[src/rtl/instr_fetch_unit.sv]
// Instruction fetch unit: owns the program counter, issues single-word reads to
// instruction memory, latches the returned instruction and its PC, and raises
// sticky faults for misaligned fetches and memory timeouts.
module instr_fetch_unit #(
    parameter logic [31:0] RESET_PC       = 32'h0000_0000,
    parameter int unsigned TIMEOUT_CYCLES = 16
) (
    input  logic        clk,
    input  logic        reset,
    input  logic        fetch_start,
    input  logic        pc_write_en,
    input  logic [31:0] pc_next,
    input  logic        fault_clear,
    output logic        mem_req,
    output logic [31:0] mem_addr,
    input  logic        mem_ready,
    input  logic [31:0] mem_rdata,
    output logic [31:0] current_instruction,
    output logic [31:0] pc,
    output logic [31:0] old_pc,
    output logic        fetch_done,
    output logic        busy,
    output logic        misaligned_fault,
    output logic        bus_error
);

    localparam logic [31:0] Nop      = 32'h0000_0013;
    localparam logic [7:0]  WaitLast = 8'(TIMEOUT_CYCLES - 1);

    typedef enum logic [1:0] {StIdle, StReq, StDone, StFault} state_e;

    state_e      state_q, state_d;
    logic [31:0] pc_q, pc_d;
    logic [31:0] old_pc_q, old_pc_d;
    logic [31:0] instr_q, instr_d;
    logic [7:0]  wait_cnt_q, wait_cnt_d;
    logic        mis_q, mis_d;
    logic        bus_q, bus_d;

    // Next-state logic: PC is writable only while idle so mem_addr stays put during a request.
    always_comb begin
        state_d    = state_q;
        pc_d       = pc_q;
        old_pc_d   = old_pc_q;
        instr_d    = instr_q;
        wait_cnt_d = wait_cnt_q;
        mis_d      = mis_q;
        bus_d      = bus_q;
        unique case (state_q)
            StIdle: begin
                if (pc_write_en) begin
                    pc_d = pc_next;
                end
                // Alignment is judged on the PC before any same-edge write.
                if (fetch_start) begin
                    if (pc_q[1:0] == 2'b00) begin
                        state_d    = StReq;
                        wait_cnt_d = 8'd0;
                    end else begin
                        state_d = StFault;
                        mis_d   = 1'b1;
                    end
                end
            end
            StReq: begin
                // A ready response wins over the timeout on the last allowed cycle.
                if (mem_ready) begin
                    instr_d  = mem_rdata;
                    old_pc_d = pc_q;
                    state_d  = StDone;
                end else if (wait_cnt_q == WaitLast) begin
                    state_d = StFault;
                    bus_d   = 1'b1;
                end else begin
                    wait_cnt_d = wait_cnt_q + 8'd1;
                end
            end
            StDone: begin
                state_d = StIdle;
            end
            StFault: begin
                if (fault_clear) begin
                    state_d = StIdle;
                    mis_d   = 1'b0;
                    bus_d   = 1'b0;
                end
            end
            default: begin
                state_d = StIdle;
            end
        endcase
    end

    // State registers; reset overrides everything, including a response arriving mid-request.
    always_ff @(posedge clk) begin
        if (reset) begin
            state_q    <= StIdle;
            pc_q       <= RESET_PC;
            old_pc_q   <= 32'h0000_0000;
            instr_q    <= Nop;
            wait_cnt_q <= 8'd0;
            mis_q      <= 1'b0;
            bus_q      <= 1'b0;
        end else begin
            state_q    <= state_d;
            pc_q       <= pc_d;
            old_pc_q   <= old_pc_d;
            instr_q    <= instr_d;
            wait_cnt_q <= wait_cnt_d;
            mis_q      <= mis_d;
            bus_q      <= bus_d;
        end
    end

    assign mem_req             = (state_q == StReq);
    assign mem_addr            = pc_q;
    assign pc                  = pc_q;
    assign old_pc              = old_pc_q;
    assign current_instruction = instr_q;
    assign fetch_done          = (state_q == StDone);
    assign busy                = (state_q == StReq) || (state_q == StDone);
    assign misaligned_fault    = mis_q;
    assign bus_error           = bus_q;

    // The control FSM must never ask for a fetch and a PC write in the same idle cycle.
    no_start_with_pc_write : assert property (@(posedge clk) disable iff (reset)
        !((state_q == StIdle) && fetch_start && pc_write_en));

endmodule
[config.mk]
export PLATFORM = sky130hd
export DESIGN_NAME = instr_fetch_unit
export DESIGN_NICKNAME = d
export VERILOG_FILES = /design/src/rtl/instr_fetch_unit.sv
export SDC_FILE = /design/constraint.sdc
export NUM_CORES = 1
export LEC_CHECK = 0
export CAP_MARGIN = 5
export CORE_ASPECT_RATIO = 0.8
export CORE_UTILIZATION = 35
export DETAILED_ROUTE_END_ITERATION = 10
export GPL_ROUTABILITY_DRIVEN = 0
export MAX_ROUTING_LAYER = met4
export PLACE_DENSITY_LB_ADDON = 0.12
export SLEW_MARGIN = 20
export SYNTH_ARGS = -nofsm -noshare
export SYNTH_HDL_FRONTEND = slang
export SYNTH_SLANG_ARGS = --single-unit
export TNS_END_PERCENT = 100
[constraint.sdc]
create_clock -name clk -period 4.8 [get_ports clk]
set_input_delay 0.48 -clock clk [delete_from_list [all_inputs] [get_ports clk]]
set_output_delay 0.48 -clock clk [all_outputs]
set_load 0.05 [all_outputs]
# == After elaboration in Yosys (flattened, before gate mapping) ==
# Index checks and enable logic that the tools add are counted.
# totals
ff_bits,108
in_bits,70
output_inout_bits,133
wordCells,50
# classes
addsub,1
eq_ne,12
n_mux,18
n_reduce_logical,12
# op_table
op,n
$mux 8,4
$pmux 8 s2,1
$ne 2x2->1 const B,6
$mux 2,5
$add 8x1->8 const B,1
$eq 8x4->1 const B,1
$pmux 2 s4,1
$reduce_and 4->1,2
$reduce_bool 2->1,3
$mux 1,5
$reduce_and 5->1,1
$eq 2x2->1 const B,2
$logic_not 2->1,2
$pmux 1 s2,2
$reduce_and 2->1,2
$ne 3x1->1 const B,1
$reduce_and 3->1,1
$eq 2x1->1 const B,1
$ne 2x1->1 const B,1
$logic_or 1x1->1,1

# == Longest topological paths before layout ==
# Gate-level depths: netlist of the first run.
# depth
ltp_word,4
mapped_depth,8
ltp_nobuf,6

# == Worst setup path before layout of the first run ==
# OpenSTA, ideal clock, no wires.
# synth_path
kind,register to register
start,register state_q[1]
end,register wait_cnt_q[0]
setup_ns,0.070
arrival_time_ns,2.010
t_required_ns,4.730
slack_ns,2.720
path_stages_with_launch,7
n_path_buf,0
period_less_slack_ns,2.080
cell_sequence,dfxtp_1 inv_1 ha_1 nor2_1 a211o_1 or4_1 a21oi_1
# synth_via
elab_chain_len,3
word_cells_on_any_way,9
cone_classes,eq/ne: 5; mux: 1; reduce/logical: 3
# synth_lines
item,line_no,text
start: declaration,32,"state_e state_q, state_d;"
start signal: assignment,97,state_q <= StIdle;
start signal: assignment,105,state_q <= state_d;
$eq 2x1->1 (*),n/a,
via mem_req,14,"output logic mem_req,"
$ne 2x2->1 (no source line) / $reduce_bool 2->1 (equally long branches),n/a,
$reduce_and 5->1 (no source line),n/a,
end signal: assignment,109,wait_cnt_q <= wait_cnt_d;
end: declaration,36,"logic [7:0] wait_cnt_q, wait_cnt_d;"
# Mark *: on every way through the listed nets, which the timed path passes. The rest lies on a longest branch.
# A chain may end at the register's enable or synchronous reset.

# == Worst setup path in the final report of the first run ==
# layout_path
start,register state_q[1]
end,output port mem_req
# layout_via
elab_chain_len,1
# layout_lines
item,line_no,text
$eq 2x1->1,115,assign mem_req = (state_q == StReq);
end: declaration,14,
# No other way between the ends.

==> summary.txt, run 1 <==
Clocking
  – Post-CTS setup buffer count: 0
  – Worst-path clk slew: 0.07 ns
  – Hold Buf Count CTS: 0
  – H-tree depth: 3
  – Num CTS Buffers: 9
  – CTS Buffer Depth: 2
  – TritonCTS clock tree: done
  – Cts repair resizes: 0
  – Clk root buf: clkbuf_16
  – CTS Sinks: 108
  – Clk_lat worst skew: 0.34 ns

Floorplanning
  – Core area: 11690 sq um
  – Initial core utilization: 36.53%
  – FP Rows: 35
  – Die W: 125.5 um
  – Die height: 100.8 um
  – Top Ports: 203
  – Die area: 12650 sq um

Setup path
  – CP endpoint kind: primary output
  – Crit Path Class: flip-flop to primary output
  – Worst Path Max Fanout: 14
  – R2R setup slack: 2.42 ns
  – CP arrival: 2.16 ns
  – Worst-case reg-to-reg path depth: 6
  – Required time of the critical path: 4.32 ns
  – Setup crit start kind: flip-flop

Yosys
  – Mapped cell area: 4272 sq um
  – Post-Syn Instances: 544
  – Yosys warns: 0
  – Syn nets: 619
  – Seq/Total Area, Yosys: 50.62%
  – Distinct cells, synth: 36
  – Mean Syn Cell Area: 7.852 sq um
  – Synth Register Bits: 108

Layout
  – Antenna Cells: 0
  – Design area: 6404 sq um
  – Area delta synth->final: 49.91%
  – Storage element area: 2162 sq um
  – Commonest non-fill, non-tap cell in the layout: clkdlybuf4s50_1
  – Most frequent cells in the layout: 201 x clkdlybuf4s50_1, 198 x nand2_1, 108 x dfxtp_1
  – Net count, final: 770
  – # fillers: 1084
  – Layout cells sized above 1: 3.714%
  – Post-Layout Cell Count: 848
  – Area of the multi-input gates: 1709 sq um

Placement
  – DP Area: 6125 sq um
  – Inst Count DP: 832
  – # port buffers: 202
  – HPWL after DPL: 8.238 mm

STA
  – Post-route setup TNS: 0 ns
  – Tmin final: 2.643 ns
  – Fmax: 378.3 MHz
  – Finish-stage setup viols: 0
  – Final clock skew: 0.008146 ns
  – Worst-Margin Slew: 0.8506 ns
  – Tcrit/Tclk final: 55.07%
  – Final Slew Violations: 0
  – Fin. Hold Viols: 0
  – RSZ-0062 raised after global routing: false
  – Slew margin rel.: 43.29%

Detailed routing
  – Total wire length: 12.22 mm
  – Initial DRC Count: 286
  – Detailed Routing Iterations Pass 1: 9
  – Vias: 4111
  – Vias per std cell: 4.848
  – Wire per inst: 14.41 um
  – DRT antenna net count: 0
  – Remaining DRCs: 6

Power and ir drop
  – Internal: 1774 uW
  – PD cells: 484.9 nW/um^2
  – Switching share of power: 42.85%
  – Leak: 0.002213 uW
  – Clk pwr share: 22.2%
  – Comb power frac: 42.8%
  – Worst VDD drop: 0.0002420 V
  – Seq pwr share: 34.9%
  – Net Switching: 1331 uW

Global routing
  – Largest net degree at the start of global routing: 111
  – GRT Residual Overflow: 0
  – All-layer global routing usage: 19.76%
  – Initial antenna violation count: 0
  – Number of global-route vias before repair: 3856
  – First-pass GRT wire length: 19.18 mm

Outcome
  – Outcome: finished, violations left
  – Violated checks: design-rule violations

Hold path
  – Hold Path Stages: 2
  – Hold Crit Class: flip-flop to flip-flop

Run
  – Max_cap viols: 0
[per-stage QoR]
| stage | worst slack (ns) | total power (uW) | util [%] | hold WS [ns] |
|---|---|---|---|---|
| global route | 2.047 | 3261 | 54.77 | 0.4735 |
| detailed placement | 2.301 | 2441 | 52.38 | 0.4453 |
| CTS | 2.158 | 3141 | 54.74 | 0.4553 |
| finish | 2.157 | 3105 | 54.77 | 0.4552 |
| global placement | 2.317 | 2425 | 52.38 | 0.4405 |
| floorplan | 2.720 | 2048 | - | 0.4675 |
[worst max-delay path, cell delays in order (launching register included)]
cell             delay (ns)
dfxtp_1                0.33
inv_1                  0.10
ha_1                   0.50
clkdlybuf4s50_1        0.90
[metal layers]
metal  wire [um]  vias to the layer above  track usage (%)
li1            -                     2051                -
met1        5427                     1929            23.93
met2        5952                      118            32.74
met3         685                       13            4.989
met4         152                        0            5.441
met5           0                        -                -
[power by group through the flow]
| stage | Combinational, uW | Clock, uW | Sequential [uW] |
|---|---|---|---|
| after floorplan | 643 | 0 | 1400 |
| after global placement | 1330 | 0 | 1100 |
| after detailed placement | 1340 | 0 | 1100 |
| after CTS | 1340 | 714 | 1090 |
| after global routing | 1410 | 748 | 1100 |
| final | 1330 | 691 | 1080 |
[logic make-up after synthesis]
kind of cell,share of synthesized area (%)
muxes,0.2636
AOI/OAI and AO/OA,15.67
adders and majority gates,1.465
buffers and inverters,9.461
and+or+nand+nor,22.53
DFF,50.62
[sequential cells by signal (all words and copies together), names as in the netlist]
signal / flops
current_instruction: 32
mem_addr: 32
old_pc: 32
state_q: 2
misaligned_fault: 1
wait_cnt_q: 8
bus_error: 1
[Yosys cell counts]
| cell type | n | share of area, % |
|---|---|---|
| nand2b_1 | 3 | 0.44 |
| or4b_1 | 2 | 0.47 |
| nand3b_1 | 4 | 0.70 |
| dfxtp_1 | 108 | 51 |
| or4_4 | 1 | 0.26 |
| dlygate4sd1_1 | 1 | 0.21 |
| a21boi_0 | 1 | 0.18 |
| inv_1 | 5 | 0.44 |
| nor2_2 | 1 | 0.15 |
| nand3_1 | 5 | 0.59 |
| and3_1 | 1 | 0.15 |
| o21ai_0 | 9 | 1.1 |
| a211oi_1 | 2 | 0.35 |
| a211o_1 | 1 | 0.21 |
| nor3_1 | 2 | 0.23 |
| a221oi_1 | 1 | 0.21 |
| nand2_1 | 199 | 17 |
| buf_1 | 5 | 0.44 |
| a21oi_1 | 102 | 12 |
| mux2_2 | 1 | 0.26 |
| a31oi_1 | 4 | 0.59 |
| clkbuf_1 | 25 | 2.2 |
| nand4_1 | 1 | 0.15 |
| or4_1 | 1 | 0.18 |
| and2_1 | 3 | 0.44 |
| o211ai_1 | 1 | 0.18 |
| clkbuf_8 | 1 | 0.32 |
| o311ai_0 | 2 | 0.41 |
| o221ai_1 | 1 | 0.21 |
| nand4b_1 | 2 | 0.41 |
| buf_2 | 2 | 0.23 |
| o21a_1 | 2 | 0.35 |
| ha_1 | 5 | 1.5 |
| buf_4 | 32 | 5.6 |
| or3b_4 | 1 | 0.26 |
| nor2_1 | 7 | 0.62 |
[final cells by class]
| cell class | instances | share of cell area, % |
|---|---|---|
| multi-input cells | 365 | 26.69 |
| repair buffers | 206 | 32.06 |
| well taps | 148 | 2.892 |
| inverters | 5 | 0.2931 |
| clock inverters | 6 | 0.7229 |
| clock buffers | 10 | 3.576 |
| flip-flops and latches | 108 | 33.76 |
[final timing paths]
kind	from	end
min reg2reg	current_instruction[18]	current_instruction[18]
max	state_q[1]	mem_req
min	current_instruction[18]	current_instruction[18]
max reg2reg	state_q[1]	wait_cnt_q[0]
No activity file was read; power rests on OpenSTA's default activity.
==> run 2, diff against run 1 <==
clock period = 2.6 ns   (was 4.8 ns; I/O delays follow)
==> run 2 against run 1 <==
- the run still ends with design-rule violations left
- total power is 86% higher
- final cell count is 0.83% higher
- wire length is 0.52% lower
- clock-buffer cell count is 2 higher
- register-to-register slack worse by 1.9 ns
- first-iteration DRC count is 19% lower
- clock power is 85% higher
- critical endpoint unchanged
==> summary.txt, run 2 (synthesis results as in run 1) <==
Placement
  – # port buffers: 202
  – DP Area: 6197 sq um
  – HPWL after DPL: 8.561 mm

Detailed routing
  – Vias per std cell: 4.834
  – Vias: 4133
  – Total wire length: 12.15 mm
  – DRT antenna net count: 0
  – Remaining DRCs: 6
  – Detailed Routing Iterations Pass 1: 8
  – Wire per inst: 14.22 um
  – Initial DRC Count: 233

Setup path
  – Worst r2r dst: old_pc[4]
  – Setup crit start kind: flip-flop
  – R2R setup slack: 0.57 ns
  – Worst Path Max Fanout: 7
  – CP arrival: 1.93 ns
  – Crit Path Class: flip-flop to primary output
  – Worst-case reg-to-reg path depth: 7
  – Reg-to-reg startpoint: state_q[1]
  – Required time of the critical path: 2.34 ns
  – CP endpoint kind: primary output

Layout
  – Antenna Cells: 0
  – Commonest non-fill, non-tap cell in the layout: clkdlybuf4s50_1
  – Design area: 6476 sq um
  – Area delta synth->final: 51.61%
  – Net count, final: 778
  – # fillers: 1096
  – Storage element area: 2162 sq um
  – Area of the multi-input gates: 1709 sq um
  – Most frequent cells in the layout: 201 x clkdlybuf4s50_1, 198 x nand2_1, 108 x dfxtp_1
  – Layout cells sized above 1: 4.668%

Global routing
  – Initial antenna violation count: 0
  – First-pass GRT wire length: 19.39 mm
  – GRT Residual Overflow: 0
  – All-layer global routing usage: 20.06%
  – Largest net degree at the start of global routing: 69
  – Number of global-route vias before repair: 3944

Clocking
  – CTS Buffer Depth: 2
  – Post-CTS setup buffer count: 0
  – H-tree depth: 3
  – Worst-path clk slew: 0.07 ns
  – Clk_lat worst skew: 0.34 ns
  – Hold Buf Count CTS: 0
  – Clk root buf: clkbuf_16
  – TritonCTS clock tree: done
  – CTS Sinks: 108
  – Cts repair resizes: 0
  – Num CTS Buffers: 9

STA
  – Fin. Hold Viols: 0
  – Post-route setup TNS: 0 ns
  – Tmin final: 2.188 ns
  – Worst-Margin Slew: 0.5468 ns
  – Tcrit/Tclk final: 84.14%
  – Fmax: 457.1 MHz
  – Slew margin rel.: 63.43%
  – RSZ-0062 raised after global routing: false
  – Finish-stage setup viols: 0
  – Final Slew Violations: 0
  – Final clock skew: 0.007154 ns

Power and ir drop
  – Leak: 0.002254 uW
  – Worst VDD drop: 0.0005720 V
  – PD cells: 893.6 nW/um^2

Floorplanning
  – Die W: 125.5 um
  – Initial core utilization: 36.53%
  – FP Rows: 35
  – Die height: 100.8 um
  – Core area: 11690 sq um
  – Top Ports: 203
  – Die area: 12650 sq um

Hold path
  – Hold Crit Class: input port to flip-flop
  – Hold Path Stages: 2
  – Worst hold start: reset
  – Hold endpoint: current_instruction[28]

Outcome
  – Outcome: finished, violations left
  – Violated checks: design-rule violations

Run
  – Max_cap viols: 0
## run 2: cell count changes in the layout (fill, tap and decap cells not counted)
cell / previous run / this run
buf_12: 0 / 1
buf_4: 4 / 12
buf_6: 1 / 0
clkbuf_8: 0 / 2
clkinv_2: 1 / 0
clkinv_4: 1 / 0
clkinvlp_4: 2 / 3
inv_6: 2 / 0
## run 2: cell type report
type | instances | share of cell area [%]
flip-flops and latches | 108 | 33.38
clock inverters | 3 | 0.3478
clock buffers | 12 | 3.961
well taps | 148 | 2.859
repair buffers | 214 | 32.77
inverters | 5 | 0.2898
multi-input cells | 365 | 26.39
## run 2: worst max path at each step
stage	start	to	slack (ns)	depth (start not counted)
floorplan	state_q[1]	wait_cnt_q[0]	0.52	6
global placement	fetch_start	wait_cnt_q[0]	0.34	5
detailed placement	fetch_start	wait_cnt_q[0]	0.33	5
CTS	state_q[1]	mem_req	0.39	3
global route	state_q[1]	mem_req	0.34	3
finish	state_q[1]	mem_req	0.41	3
## run 2: power by group
group / internal, uW / leakage [uW] / switching, uW
sequential: 1850 / 0.000878 / 143
clock: 697 / 0.000127 / 587
combinational: 813 / 0.00125 / 1700
total: 3360 / 0.00225 / 2430
## run 2: critical path: stages (launching register included)
cell and delay (ns):
dfxtp_1 0.33, inv_1 0.09, ha_1 0.31, clkdlybuf4s50_1 0.86
## run 2: per-stage QoR
| stage | util, % | hold slack (ns) | cells | worst slack, ns | total power (uW) |
|---|---|---|---|---|---|
| final | 55.39 | 0.3664 | 855 | 0.4122 | 5787 |
| after global routing | 55.39 | 0.3794 | 855 | 0.3415 | 6095 |
| after CTS | 55.39 | 0.3533 | 855 | 0.3934 | 5855 |
| after detailed placement | 53.00 | 0.4461 | 840 | 0.3313 | 4562 |
| after global placement | 53.00 | 0.4410 | 840 | 0.3405 | 4534 |
| after floorplan | - | 0.3836 | 544 | 0.5200 | 3781 |
## run 2: metal layers
| metal | global-route usage (%) | vias up | share of wire [%] |
|---|---|---|---|
| met1 | 23.18 | 1947 | 44 |
| met5 | - | - | 0 |
| li1 | - | 2063 | - |
| met4 | 5.535 | 0 | 1.1 |
| met3 | 6.210 | 14 | 6.3 |
| met2 | 33.76 | 109 | 49 |
